## src/rtl/usb_rx_pkg.sv

```systemverilog
// Shared types and constants for the USB receive path.
// Holds the FSM state encoding, PID values and PID class decode.
package usb_rx_pkg;

  typedef enum logic [3:0] {
    IDLE,
    SYNC_WAIT,
    SYNC_CHECK,
    PID_WAIT,
    PID_CHECK,
    DATA_WAIT,
    DATA_STORE,
    DONE,
    ERR_WAIT
  } state_t;

  typedef enum logic [1:0] {
    CLS_NONE,
    CLS_TOKEN,
    CLS_DATA,
    CLS_HAND
  } pid_cls_t;

  localparam logic [7:0] SYNC_BYTE = 8'h80;

  localparam logic [3:0] PID_OUT   = 4'b0001;
  localparam logic [3:0] PID_IN    = 4'b1001;
  localparam logic [3:0] PID_SETUP = 4'b1101;
  localparam logic [3:0] PID_DATA0 = 4'b0011;
  localparam logic [3:0] PID_DATA1 = 4'b1011;
  localparam logic [3:0] PID_ACK   = 4'b0010;
  localparam logic [3:0] PID_NAK   = 4'b1010;
  localparam logic [3:0] PID_STALL = 4'b1110;

  // Upper nibble must be the complement of the lower one.
  function automatic pid_cls_t pid_class(
    input logic [7:0] pid
  );
    logic     ok;
    logic     tok;
    logic     dat;
    logic     hnd;
    pid_cls_t c;
    ok  = (pid[3:0] == ~pid[7:4]);
    tok = ok && (pid[3:0] == PID_OUT ||
                 pid[3:0] == PID_IN ||
                 pid[3:0] == PID_SETUP);
    dat = ok && (pid[3:0] == PID_DATA0 ||
                 pid[3:0] == PID_DATA1);
    hnd = ok && (pid[3:0] == PID_ACK ||
                 pid[3:0] == PID_NAK ||
                 pid[3:0] == PID_STALL);
    c = CLS_NONE;
    unique case (1'b1)
      tok:     c = CLS_TOKEN;
      dat:     c = CLS_DATA;
      hnd:     c = CLS_HAND;
      default: c = CLS_NONE;
    endcase
    return c;
  endfunction

endpackage

```

## src/rtl/rx_byte_counter.sv

```systemverilog
// Post-PID byte counter for the receive control unit.
// Saturates at MAX so it can never wrap.
module rx_byte_counter #(
  parameter int MAX = 66
) (
  input  logic       clk,
  input  logic       n_rst,
  input  logic       clear,
  input  logic       count_enable,
  output logic [6:0] count
);

  always_ff @(posedge clk or negedge n_rst) begin
    if (!n_rst) begin
      count <= 7'd0;
    end else if (clear) begin
      count <= 7'd0;
    end else if (count_enable &&
                 count < 7'(MAX)) begin
      count <= count + 7'd1;
    end
  end

endmodule

```

## src/rtl/rx_control_unit.sv

```systemverilog
// USB receive packet control FSM: sync/PID checks,
// byte budget per PID class and FIFO write strobes.
module rx_control_unit
  import usb_rx_pkg::*;
#(
  parameter int MAX_DATA_BYTES = 66
) (
  input  logic       clk,
  input  logic       n_rst,
  input  logic       d_edge,
  input  logic       shift_enable,
  input  logic       eop,
  input  logic       byte_received,
  input  logic [7:0] rcv_data,
  output logic       rcving,
  output logic       w_enable,
  output logic       r_error,
  output logic [3:0] rx_pid,
  output logic       pkt_done,
  output logic [6:0] byte_count
);

  state_t     state;
  pid_cls_t   cls_q;
  pid_cls_t   cls_in;
  logic [7:0] byte_q;
  logic       eop_ev;
  logic [6:0] cls_min;
  logic [6:0] cls_max;
  logic       cnt_clear;
  logic       cnt_en;

  assign eop_ev = eop & shift_enable;
  assign cls_in = pid_class(byte_q);

  always_comb begin
    cls_min = 7'd0;
    cls_max = 7'd0;
    unique case (cls_q)
      CLS_TOKEN: begin
        cls_min = 7'd2;
        cls_max = 7'd2;
      end
      CLS_DATA: begin
        cls_min = 7'd2;
        cls_max = 7'(MAX_DATA_BYTES);
      end
      default: begin
        cls_min = 7'd0;
        cls_max = 7'd0;
      end
    endcase
  end

  assign cnt_clear = (state == IDLE) & d_edge;
  assign cnt_en    = (state == DATA_STORE);

  rx_byte_counter #(
    .MAX(MAX_DATA_BYTES)
  ) u_cnt (
    .clk         (clk),
    .n_rst       (n_rst),
    .clear       (cnt_clear),
    .count_enable(cnt_en),
    .count       (byte_count)
  );

  always_ff @(posedge clk or negedge n_rst) begin
    if (!n_rst) begin
      state   <= IDLE;
      r_error <= 1'b0;
      rx_pid  <= 4'h0;
      cls_q   <= CLS_NONE;
      byte_q  <= 8'h00;
    end else begin
      unique case (state)
        IDLE: begin
          if (d_edge) begin
            state   <= SYNC_WAIT;
            r_error <= 1'b0;
          end
        end
        SYNC_WAIT, PID_WAIT: begin
          if (eop_ev) begin
            state   <= IDLE;
            r_error <= 1'b1;
          end else if (byte_received) begin
            byte_q <= rcv_data;
            state  <= (state == SYNC_WAIT) ?
                      SYNC_CHECK : PID_CHECK;
          end
        end
        SYNC_CHECK: begin
          if (byte_q == SYNC_BYTE) begin
            state <= PID_WAIT;
          end else begin
            state   <= ERR_WAIT;
            r_error <= 1'b1;
          end
        end
        PID_CHECK: begin
          if (cls_in != CLS_NONE) begin
            rx_pid <= byte_q[3:0];
            cls_q  <= cls_in;
            state  <= DATA_WAIT;
          end else begin
            state   <= ERR_WAIT;
            r_error <= 1'b1;
          end
        end
        DATA_WAIT: begin
          // A byte landing with EOP is a truncated byte.
          if (eop_ev) begin
            if (!byte_received &&
                byte_count >= cls_min &&
                byte_count <= cls_max) begin
              state <= DONE;
            end else begin
              state   <= IDLE;
              r_error <= 1'b1;
            end
          end else if (byte_received) begin
            if (byte_count < cls_max) begin
              state <= DATA_STORE;
            end else begin
              state   <= ERR_WAIT;
              r_error <= 1'b1;
            end
          end
        end
        DATA_STORE: state <= DATA_WAIT;
        DONE:       state <= IDLE;
        ERR_WAIT: begin
          r_error <= 1'b1;
          if (eop_ev) begin
            state <= IDLE;
          end
        end
        default: state <= IDLE;
      endcase
    end
  end

  assign rcving   = (state != IDLE) && (state != DONE);
  assign w_enable = (state == DATA_STORE);
  assign pkt_done = (state == DONE);

endmodule
```

## config.mk

```make
export PLATFORM = sky130hd
export DESIGN_NAME = rx_control_unit
export DESIGN_NICKNAME = d
export VERILOG_FILES = /design/src/rtl/usb_rx_pkg.sv /design/src/rtl/rx_byte_counter.sv /design/src/rtl/rx_control_unit.sv
export SDC_FILE = /design/constraint.sdc
export NUM_CORES = 1
export LEC_CHECK = 0
export BUFFER_PORTS_ARGS = -buffer_cell sky130_fd_sc_hd__buf_4
export CORE_MARGIN = 4
export CORE_UTILIZATION = 32
export DETAILED_ROUTE_END_ITERATION = 16
export GPL_TIMING_DRIVEN = 0
export PLACE_DENSITY = 0.5
export SYNTH_ARGS = -nofsm -noshare
export SYNTH_HDL_FRONTEND = slang
export SYNTH_SLANG_ARGS = --single-unit
export TNS_END_PERCENT = 50
```

## constraint.sdc

```tcl
create_clock -name clk -period 2.3 [get_ports clk]
set_clock_uncertainty 0.05 [all_clocks]
set_input_delay 0.115 -clock clk [delete_from_list [all_inputs] [get_ports clk]]
set_output_delay 0.115 -clock clk [all_outputs]
set_load 0.005 [all_outputs]
```

==> results of run 1 <==
==> worst max-delay path, delay by kind of cell (launching register included) <==
family,cells,cell delay [ns]
buf+inv,1,0.04
flops,1,0.42
simple gates,2,0.34
fa+ha+maj,2,0.54
compound gates,3,0.67
==> state kept, by name, summed over array words and instances, names as in the netlist <==
signal	cells
state	4
rx_pid	4
cls_q	2
u_cnt.count	7
byte_q	8
r_error	1
==> worst max path at each step <==
stage	slack, ns	endpoint	start
6_report	0.15	state[2]	cls_q[1]
5_1_grt	-0.02	state[2]	cls_q[0]
4_1_cts	0.04	rx_pid[1]	state[0]
3_5_place_dp	0.04	rx_pid[1]	state[0]
3_3_place_gp	0.05	rx_pid[3]	state[0]
2_1_floorplan	0.29	r_error	cls_q[0]
==> layout make-up <==
| type | count | area share (%) |
|---|---|---|
| inverter | 7 | 1.377 |
| tap | 52 | 3.410 |
| clock buffer | 3 | 2.164 |
| clock inverter | 1 | 1.574 |
| sequential | 26 | 34.10 |
| buffer | 6 | 1.443 |
| multi-input combinational | 118 | 44.39 |
| timing repair buffer | 29 | 11.54 |
==> through the flow <==
stage / utilization [%] / area [um^2] / power [mW]
2_1_floorplan: - / 1523 / 1.182
5_1_grt: 42.65 / 1908 / 1.893
3_3_place_gp: 40.18 / 1798 / 1.377
4_1_cts: 42.00 / 1879 / 1.771
3_5_place_dp: 40.18 / 1798 / 1.385
6_report: 42.65 / 1908 / 1.772
==> routing by layer <==
metal / vias up / wire, um
li1: 642 / -
met1: 617 / 1522
met2: 30 / 1624
met3: 4 / 162
met4: 0 / 29
met5: - / 0
==> cells in the final DEF, fill, tap and decap left out, drive strengths merged, types with 2 or more instances in the layout <==
| cell | synthesis | layout |
|---|---|---|
| nand3 | 8 | 8 |
| clkbuf | 1 | 4 |
| ha | 4 | 4 |
| nand2b | 3 | 3 |
| xor2 | 5 | 5 |
| buf | 5 | 33 |
| xnor2 | 3 | 3 |
| a21oi | 10 | 10 |
| a211oi | 2 | 2 |
| nand2 | 12 | 12 |
| dfrtp | 26 | 26 |
| nor3 | 5 | 5 |
| inv | 7 | 7 |
| o21ai | 3 | 3 |
| a31oi | 5 | 5 |
| or3 | 4 | 4 |
| or2 | 2 | 2 |
| nor3b | 5 | 5 |
| mux2 | 12 | 12 |
| o22ai | 2 | 2 |
| nor4bb | 2 | 2 |
| nor2 | 16 | 16 |
| o31ai | 2 | 2 |
==> cells by family (layout without fill, tap and decap cells) <==
group | count (synthesis) | in the layout | synth area share [%]
buf+inv | 13 | 46 | 3.533
fa+ha+maj | 4 | 4 | 3.287
compound gates | 30 | 30 | 13.56
xor+xnor | 8 | 8 | 4.602
flops | 26 | 26 | 42.73
mux | 12 | 12 | 8.874
simple gates | 64 | 64 | 23.42
==> Yosys cell counts (all sizes together) <==
master and number:
nand2 12, nand3 8, clkbuf 1, nor4 1, dfrtp 26, or3 4, a21o 1, nor3b 5
or2 2, a311o 1, o22ai 2, buf 5, o32ai 1, xor2 5, ha 4, a211oi 2
a2111oi 1, nor3 5, or4b 1, nor4bb 2, nand2b 3, nand4bb 1, mux2 12, or4 1
a31oi 5, a21oi 10, nor4b 1, nand4 1, inv 7, o21ai 3, a22o 1, nor2 16
nand4b 1, o31ai 2, xnor2 3, a221oi 1
==> repair_timing <==
| action | 4_1_cts | 5_1_grt |
|---|---|---|
| resized for setup | 0 | 4 |
| hold endpoints to repair | 26 | 0 |
| setup endpoints to repair | 0 | 7 |
| hold buffers | 1 | 0 |
==> power groups by stage <==
stage                     Combinational, mW  Sequential [mW]  Clock, mW
after CTS                             0.701            0.677      0.393
after global routing                  0.795            0.696      0.402
after global placement                0.694            0.683          0
after detailed placement              0.699            0.687          0
after floorplan                       0.526            0.656          0
final                                 0.716            0.677      0.379
==> results.txt, run 1 <==
Status = finished clean
CTS tree = yes
CTS buffer count = 3
Antenna Diode Count = 0
RSZ-0062 raised after global routing = yes
Total track usage = 11.34%
Pre-CTS setup slack = 0.04336 ns
Die Area = 0.005926 mm^2
FF-to-FF Start = cls_q[1]
Final #Nets = 209
CP Capture Type = flip-flop
Largest net degree at the start of global routing = 27
GRT busiest layer = met2
Reg area = 650.6 um^2
Synth cell types = 41
Worst min path class = in2reg
FF-to-FF path depth = 8
Top cells by area, synth = dfrtp_1, mux2_2, nor2_1, ha_1, a21oi_1
Core Area = 0.004474 mm^2
Switch share = 36.14%
Share of cells above drive strength 1 = 30.53%
PD cells = 928.9 mW/mm^2
Leak = 0.8584 nW
Comb power frac = 40.4%
Clock latency on the worst-skew pair = 0.27 ns
Part of the power in registers = 38.2%
Layout Area Growth over Synthesis = 25.31%
Row Count = 24
CTS H-tree depth = 1
Area occupied by multi-input gates = 847.1 um^2
Max-slew violations = 0
Layout Cells excl Fill = 242
First-pass GRT wire length = 5589 um
Max Clock Freq = 465.8 MHz
Setup CP Type = reg2reg
Initial drt markers = 136
Grt ovf = 0
Setup crit start kind = flip-flop
Hold Violations, Final = 0
Flops & latches, synth = 26
Synth warn = 0
CTS Buffer Depth = 2
Antenna violations before repair = 0
Gp weighted congestion = 0.9160
Worst min-delay path startpoint = rcv_data[0]
Final Hold Slack = 0.01395 ns
Top fanout value on the critical path = 4
Rel. slew slack = 56.46%
Net Sw Power = 0.6406 mW
R2R setup slack = 0.15 ns
Max-Cap Viols = 0
Clock sinks = 26
DRC = 0
Int Power = 1.132 mW
Antenna-violating nets left = 0
Die width = 76.98 um
Clk pwr share = 21.4%
Worst path required time = 2.43 ns
Met2 usage = 18.29%
Routed Wire Length = 3339 um
Setup TNS = 0 ns
Cells after synthesis = 157
Max rail drop VDD = 0.4271 mV
Met3 GRT Util = 3.279%
Synth area leader = dfrtp_1
Worst hold stages = 2
PnR worst setup slack = 0.1532 ns
Slew @ Worst Pin = 0.6366 ns
Number of global-route vias before repair = 1,246
Worst-path cell chain = ha_1 -> inv_1 -> ha_1 -> nor3b_2 -> nand3_1 -> a221oi_4 -> a211oi_1 -> a211oi_1
Placed cells = 237
Setup Buffers After CTS = 0
Detailed Place HPWL = 2546 um
Fin crit share = 93.34%
Capturing point of the worst reg2reg path = state[2]
Synth top area share = 42.73%
Syn Nets = 175
CP max stage cell = dfrtp_1
CP peak stage delay = 0.42 ns
Met1 global-route usage = 14.28%
DR vias/cell = 5.343
Syn avg cell area = 9.699 um^2
CP Data Arrival Time = 2.27 ns
Synth Cell Area = 0.001523 mm^2
Sequential area share after synthesis = 42.73%
WL/cell = 13.80 um
Vias = 1,293
Final setup fails = 0
Port-buffer cells = 28
Filler cell count = 446
I/O pins = 29
Worst-path clk slew = 0.10 ns
Root Driver = clkbuf_8
First-pass detailed-route iteration total = 4
Initial Utilization = 34.03%
Chip height = 76.98 um
WHS Endpoint = byte_q[0]
Fin crit period = 2.147 ns
Note: power is estimated with default switching activity, not from simulation.
==> inputs of run 2 (changes only) <==
==> constraint.sdc (replaced) <==
create_clock -name clk -period 2 [get_ports clk]
set_clock_uncertainty 0.05 [all_clocks]
set_input_delay 0.1 -clock clk [delete_from_list [all_inputs] [get_ports clk]]
set_output_delay 0.1 -clock clk [all_outputs]
set_load 0.005 [all_outputs]
==> run 2 against run 1 <==
Effect of this change:
- the run now ends with setup timing left
- critical path depth grew 1
- global-route usage is 1.2 points higher
- count of clock-buffer cells in the layout up 1
- clock power is 11% lower
- non-clock buffer count increased by 10
- maximum frequency rose by 1.6%
- final cell count grew 4.1%
- setup slack lost 0.27 ns
- register-to-register slack worse by 0.27 ns
- final area grew 7.7%
==> results.txt, run 2 (same netlist as run 1, synthesis figures left out) <==
CTS Buffer Depth = 2
Final setup fails = 5
Filler cell count = 434
Final #Nets = 219
Core Area = 0.004474 mm^2
Largest Register = byte_q
Worst path depth = 9
Layout Area Growth over Synthesis = 34.92%
WL/cell = 14.36 um
PD cells = 982.7 mW/mm^2
Number of global-route vias before repair = 1,381
CP Capture Type = flip-flop
Crit path from = cls_q[1]
Fin crit period = 2.114 ns
Placed cells = 237
CTS H-tree depth = 1
DRC = 0
Max-Cap Viols = 0
Commonest non-fill, non-tap cell in the layout = buf_4
Leak = 0.9169 nW
Tot Pwr = 2.019 mW
Hold Violations, Final = 0
Placed instance area = 0.001803 mm^2
Vias = 1,352
Clock latency on the worst-skew pair = 0.27 ns
First-pass GRT wire length = 6251 um
Initial drt markers = 71
Rel. slew slack = 56.20%
Worst-path clk slew = 0.09 ns
Worst path required time = 2.15 ns
Die width = 76.98 um
Total track usage = 12.58%
RSZ-0062 raised after global routing = yes
Initial Utilization = 34.03%
Top fanout value on the critical path = 3
CP max stage cell = dfrtp_1
Max Clock Freq = 473.1 MHz
Worst min path class = in2reg
Port-buffer cells = 28
Row Count = 24
Layout Cells excl Fill = 252
Gp weighted congestion = 0.8759
CP top delay family = adder cells
Chip height = 76.98 um
I/O pins = 29
Reg area = 650.6 um^2
Antenna-violating nets left = 0
Largest regs = byte_q: 8 flops, u_cnt.count: 7 flops
FF-to-FF Start = cls_q[1]
Root Driver = clkbuf_8
CP Capture Point = state[0]
CP peak stage delay = 0.42 ns
Pre-CTS setup slack = -0.3334 ns
Largest net degree at the start of global routing = 27
Setup crit start kind = flip-flop
Setup CP Type = reg2reg
Max-slew violations = 0
CTS buffer count = 3
CTS tree = yes
Post-layout instance area = 0.002054 mm^2
Capturing point of the worst reg2reg path = state[0]
Die Area = 0.005926 mm^2
Routed Wire Length = 3619 um
Grt ovf = 0
Worst-path cell chain = ha_4 -> inv_4 -> ha_4 -> nor3b_4 -> nand3_2 -> a221oi_4 -> buf_4 -> nor2_2 -> a21oi_2
Commonest cells after routing, fill and taps aside = buf_4, dfrtp_1, nor2_1
CP Data Arrival Time = 2.26 ns
Fin crit share = 105.7%
Most frequent cell on the critical path = ha_4
FF-to-FF path depth = 9
Area occupied by multi-input gates = 918.4 um^2
PnR worst setup slack = -0.1138 ns
Violated checks = setup timing
Antenna violations before repair = 0
Antenna Diode Count = 0
Detailed Place HPWL = 2648 um
R2R setup slack = -0.11 ns
Share of cells above drive strength 1 = 37.50%
Max rail drop VDD = 0.5143 mV
Status = complete, but fails checks
Slew @ Worst Pin = 0.6405 ns
Largest register FFs = 8
Critical path buffers and inverters = 2
Clock sinks = 26
First-pass detailed-route iteration total = 4
DR vias/cell = 5.365
[run 2: routing by layer]
layer | wire (um) | vias to the layer above | GRT usage, %
met3 | 179 | 4 | 2.693
met4 | 28 | 0 | 3.381
met5 | 0 | - | 0
met2 | 1839 | 37 | 20.91
met1 | 1571 | 655 | 16.55
li1 | - | 656 | -
[run 2: per-stage QoR]
step                      hold WS (ns)  utilization, %  setup TNS [ns]
final                         0.009625           45.92         -0.3983
after global routing          0.005961           45.92         -0.9872
after global placement        -0.02598           40.30          -1.613
after CTS                    0.0002469           44.80         -0.3151
after detailed placement      -0.01169           40.30          -2.031
after floorplan                -0.2456               -               0
[run 2: layout make-up]
cell class                      count  area share, %
Multi-Input combinational cell    118          44.70
Sequential cell                    26          31.67
Buffer                              6          1.523
Timing Repair Buffer               39          14.86
Tap cell                           52          3.167
Inverter                            7          1.401
Clock buffer                        4          2.680
[run 2: worst reg2reg max path: stages, from the launching register on]
cell,delay (ns)
dfrtp_1,0.42
ha_4,0.28
inv_4,0.03
ha_4,0.25
nor3b_4,0.22
nand3_2,0.12
a221oi_4,0.34
buf_4,0.18
nor2_2,0.04
a21oi_2,0.11
[run 2: how the worst min path moves through the flow]
stage | from | slack [ns] | endpoint | cells after the start
after detailed placement | n_rst | -0.01 | u_cnt.count[1] | 1
after CTS | rcv_data[1] | 0.0002 | byte_q[1] | 2
final | rcv_data[1] | 0.01 | byte_q[1] | 2
after global routing | rcv_data[3] | 0.006 | byte_q[3] | 2
after floorplan | n_rst | -0.25 | byte_q[0] | 0
after global placement | n_rst | -0.03 | u_cnt.count[3] | 1
[run 2: report_power, final]
part / leakage, nW / internal, mW / switching, mW / total [mW]
clock: 0.0288 / 0.176 / 0.163 / 0.339
combinational: 0.548 / 0.415 / 0.478 / 0.894
sequential: 0.340 / 0.654 / 0.133 / 0.786
[run 2: timing repair]
action	CTS	global route
gates resized for setup	10	10
hold buffers	4	1
endpoints found under the setup margin	8	18
pin swaps	6	6
buffers inserted	6	0
hold endpoints to repair	29	1
==> inputs of run 3 (changes only) <==
--- a/config.mk
+++ b/config.mk
@@ -6,6 +6,7 @@
 export NUM_CORES = 1
 export LEC_CHECK = 0
 export BUFFER_PORTS_ARGS = -buffer_cell sky130_fd_sc_hd__buf_4
+export CORE_ASPECT_RATIO = 0.7
 export CORE_MARGIN = 4
 export CORE_UTILIZATION = 32
 export DETAILED_ROUTE_END_ITERATION = 16
==> run 3 against run 2 <==
Effect of this change:
- the run still ends with setup timing left
- power grew 7.2%
- final cell count up 1.2%
- utilization rose by 0.71 points
- via count increased by 0.22%
- critical endpoint is now r_error
- largest cell class unchanged
- largest power group unchanged
==> results.txt, run 3 (same netlist as run 1, synthesis figures left out) <==
Chip height = 65.72 um
PD cells = 1042 mW/mm^2
CTS H-tree depth = 1
Fin crit period = 2.134 ns
Largest regs = byte_q: 8 flops, u_cnt.count: 7 flops
CP Data Arrival Time = 2.25 ns
Final Hold Slack = 0.008015 ns
RSZ-0062 raised after global routing = yes
Share of cells above drive strength 1 = 36.50%
DRC = 0
Max-Cap Viols = 0
Top fanout value on the critical path = 4
CTS buffer count = 3
Die Area = 0.005944 mm^2
Row Count = 20
Clock latency on the worst-skew pair = 0.28 ns
Antenna-violating nets left = 0
FF-to-FF path depth = 8
Core Area = 0.004454 mm^2
WL/cell = 14.97 um
DR vias/cell = 5.314
Total track usage = 13.26%
First-pass GRT wire length = 6272 um
Crit path from = cls_q[1]
PnR worst setup slack = -0.1340 ns
Number of global-route vias before repair = 1,270
I/O pins = 29
Port-buffer cells = 28
CP peak stage delay = 0.40 ns
Worst hold stages = 2
Max Clock Freq = 468.6 MHz
Root Driver = clkbuf_8
Worst-path clk slew = 0.10 ns
CP Capture Type = flip-flop
Commonest non-fill, non-tap cell in the layout = buf_4
CTS Buffer Depth = 2
Setup CP Type = reg2reg
Placed instance area = 0.001807 mm^2
Gp weighted congestion = 0.8584
Final core utilization = 46.63%
Worst min-delay path startpoint = rcv_data[5]
Clock sinks = 26
Worst min path class = in2reg
Initial Utilization = 34.19%
Worst-path cell chain = ha_1 -> inv_1 -> ha_1 -> nor3b_4 -> nand3_2 -> a221oi_4 -> nor3_2 -> a22o_1
Antenna Diode Count = 0
Worst path depth = 8
Status = complete, but fails checks
Critical path buffers and inverters = 1
Largest net degree at the start of global routing = 27
Setup crit start kind = flip-flop
Leak = 0.9297 nW
Antenna violations before repair = 0
CP max stage cell = dfrtp_1
Initial drt markers = 51
Final setup fails = 4
Max-slew violations = 0
Placed cells = 240
R2R setup slack = -0.13 ns
Vias = 1,355
Max rail drop VDD = 0.3804 mV
Largest Register = byte_q
FF-to-FF Start = cls_q[1]
CTS tree = yes
Post-layout instance area = 0.002077 mm^2
Worst path required time = 2.12 ns
Detailed Place HPWL = 2733 um
Most frequent cell on the critical path = ha_1
First-pass detailed-route iteration total = 4
Filler cell count = 421
Largest register FFs = 8
Grt ovf = 0
CP top delay family = compound AO/OA/AOI/OAI gates
Rel. slew slack = 54.23%
Fin crit share = 106.7%
Hold Violations, Final = 0
Final #Nets = 219
Die width = 90.45 um
Routed Wire Length = 3818 um
Commonest cells after routing, fill and taps aside = buf_4, dfrtp_1, nor2_1
Layout Area Growth over Synthesis = 36.40%
Layout Cells excl Fill = 255
Slew @ Worst Pin = 0.6693 ns
Setup TNS = -0.3539 ns
Violated checks = setup timing
[run 3: final cells by class]
cell class,count,area (um^2),area share (%)
multi-input combinational,118,912.1,43.92
sequential,26,650.6,31.33
timing repair buffer,39,312.8,15.06
tap,55,68.82,3.313
clock buffer,3,41.29,1.988
buffer,6,35.03,1.687
clock inverter,1,30.03,1.446
inverter,7,26.28,1.265
[run 3: report_power, final]
group	switching, mW	total, mW	internal [mW]
clock	0.178	0.447	0.268
combinational	0.494	0.921	0.427
sequential	0.142	0.796	0.654
[run 3: repair_timing]
action                                  4_1_cts  5_1_grt
gates resized for setup                      10       14
pin swaps                                     5        6
buffers inserted                              2        1
endpoints found under the setup margin        7       21
hold buffers                                  8        0
hold endpoints to repair                     33        0
[run 3: worst reg2reg max path, cell delays in order, from the launching register on]
cell,delay [ns]
dfrtp_1,0.40
ha_1,0.27
inv_1,0.04
ha_1,0.26
nor3b_4,0.22
nand3_2,0.12
a221oi_4,0.40
nor3_2,0.08
a22o_1,0.18
[run 3: through the flow]
stage | power (mW) | setup WS [ns]
final | 2.164 | -0.1340
after global routing | 2.323 | -0.2371
after CTS | 2.130 | -0.09083
after detailed placement | 1.602 | -0.3040
after global placement | 1.592 | -0.2136
after floorplan | 1.360 | 0.04408
[run 3: metal layers]
layer  global-route usage [%]  wire length [um]  vias to the layer above
met5                        0                 0                        -
met4                    2.863                18                        0
met3                    3.547               155                        2
met2                    20.09              1722                       32
met1                    18.93              1921                      665
li1                         -                 -                      656
[run 3: final timing paths]
path                                  endpoint
worst min register to register       rx_pid[1]
worst max-delay path                   r_error
worst max register to register         r_error
max in group asynchronous       u_cnt.count[6]
worst min-delay path                 byte_q[5]
min in group asynchronous       u_cnt.count[1]
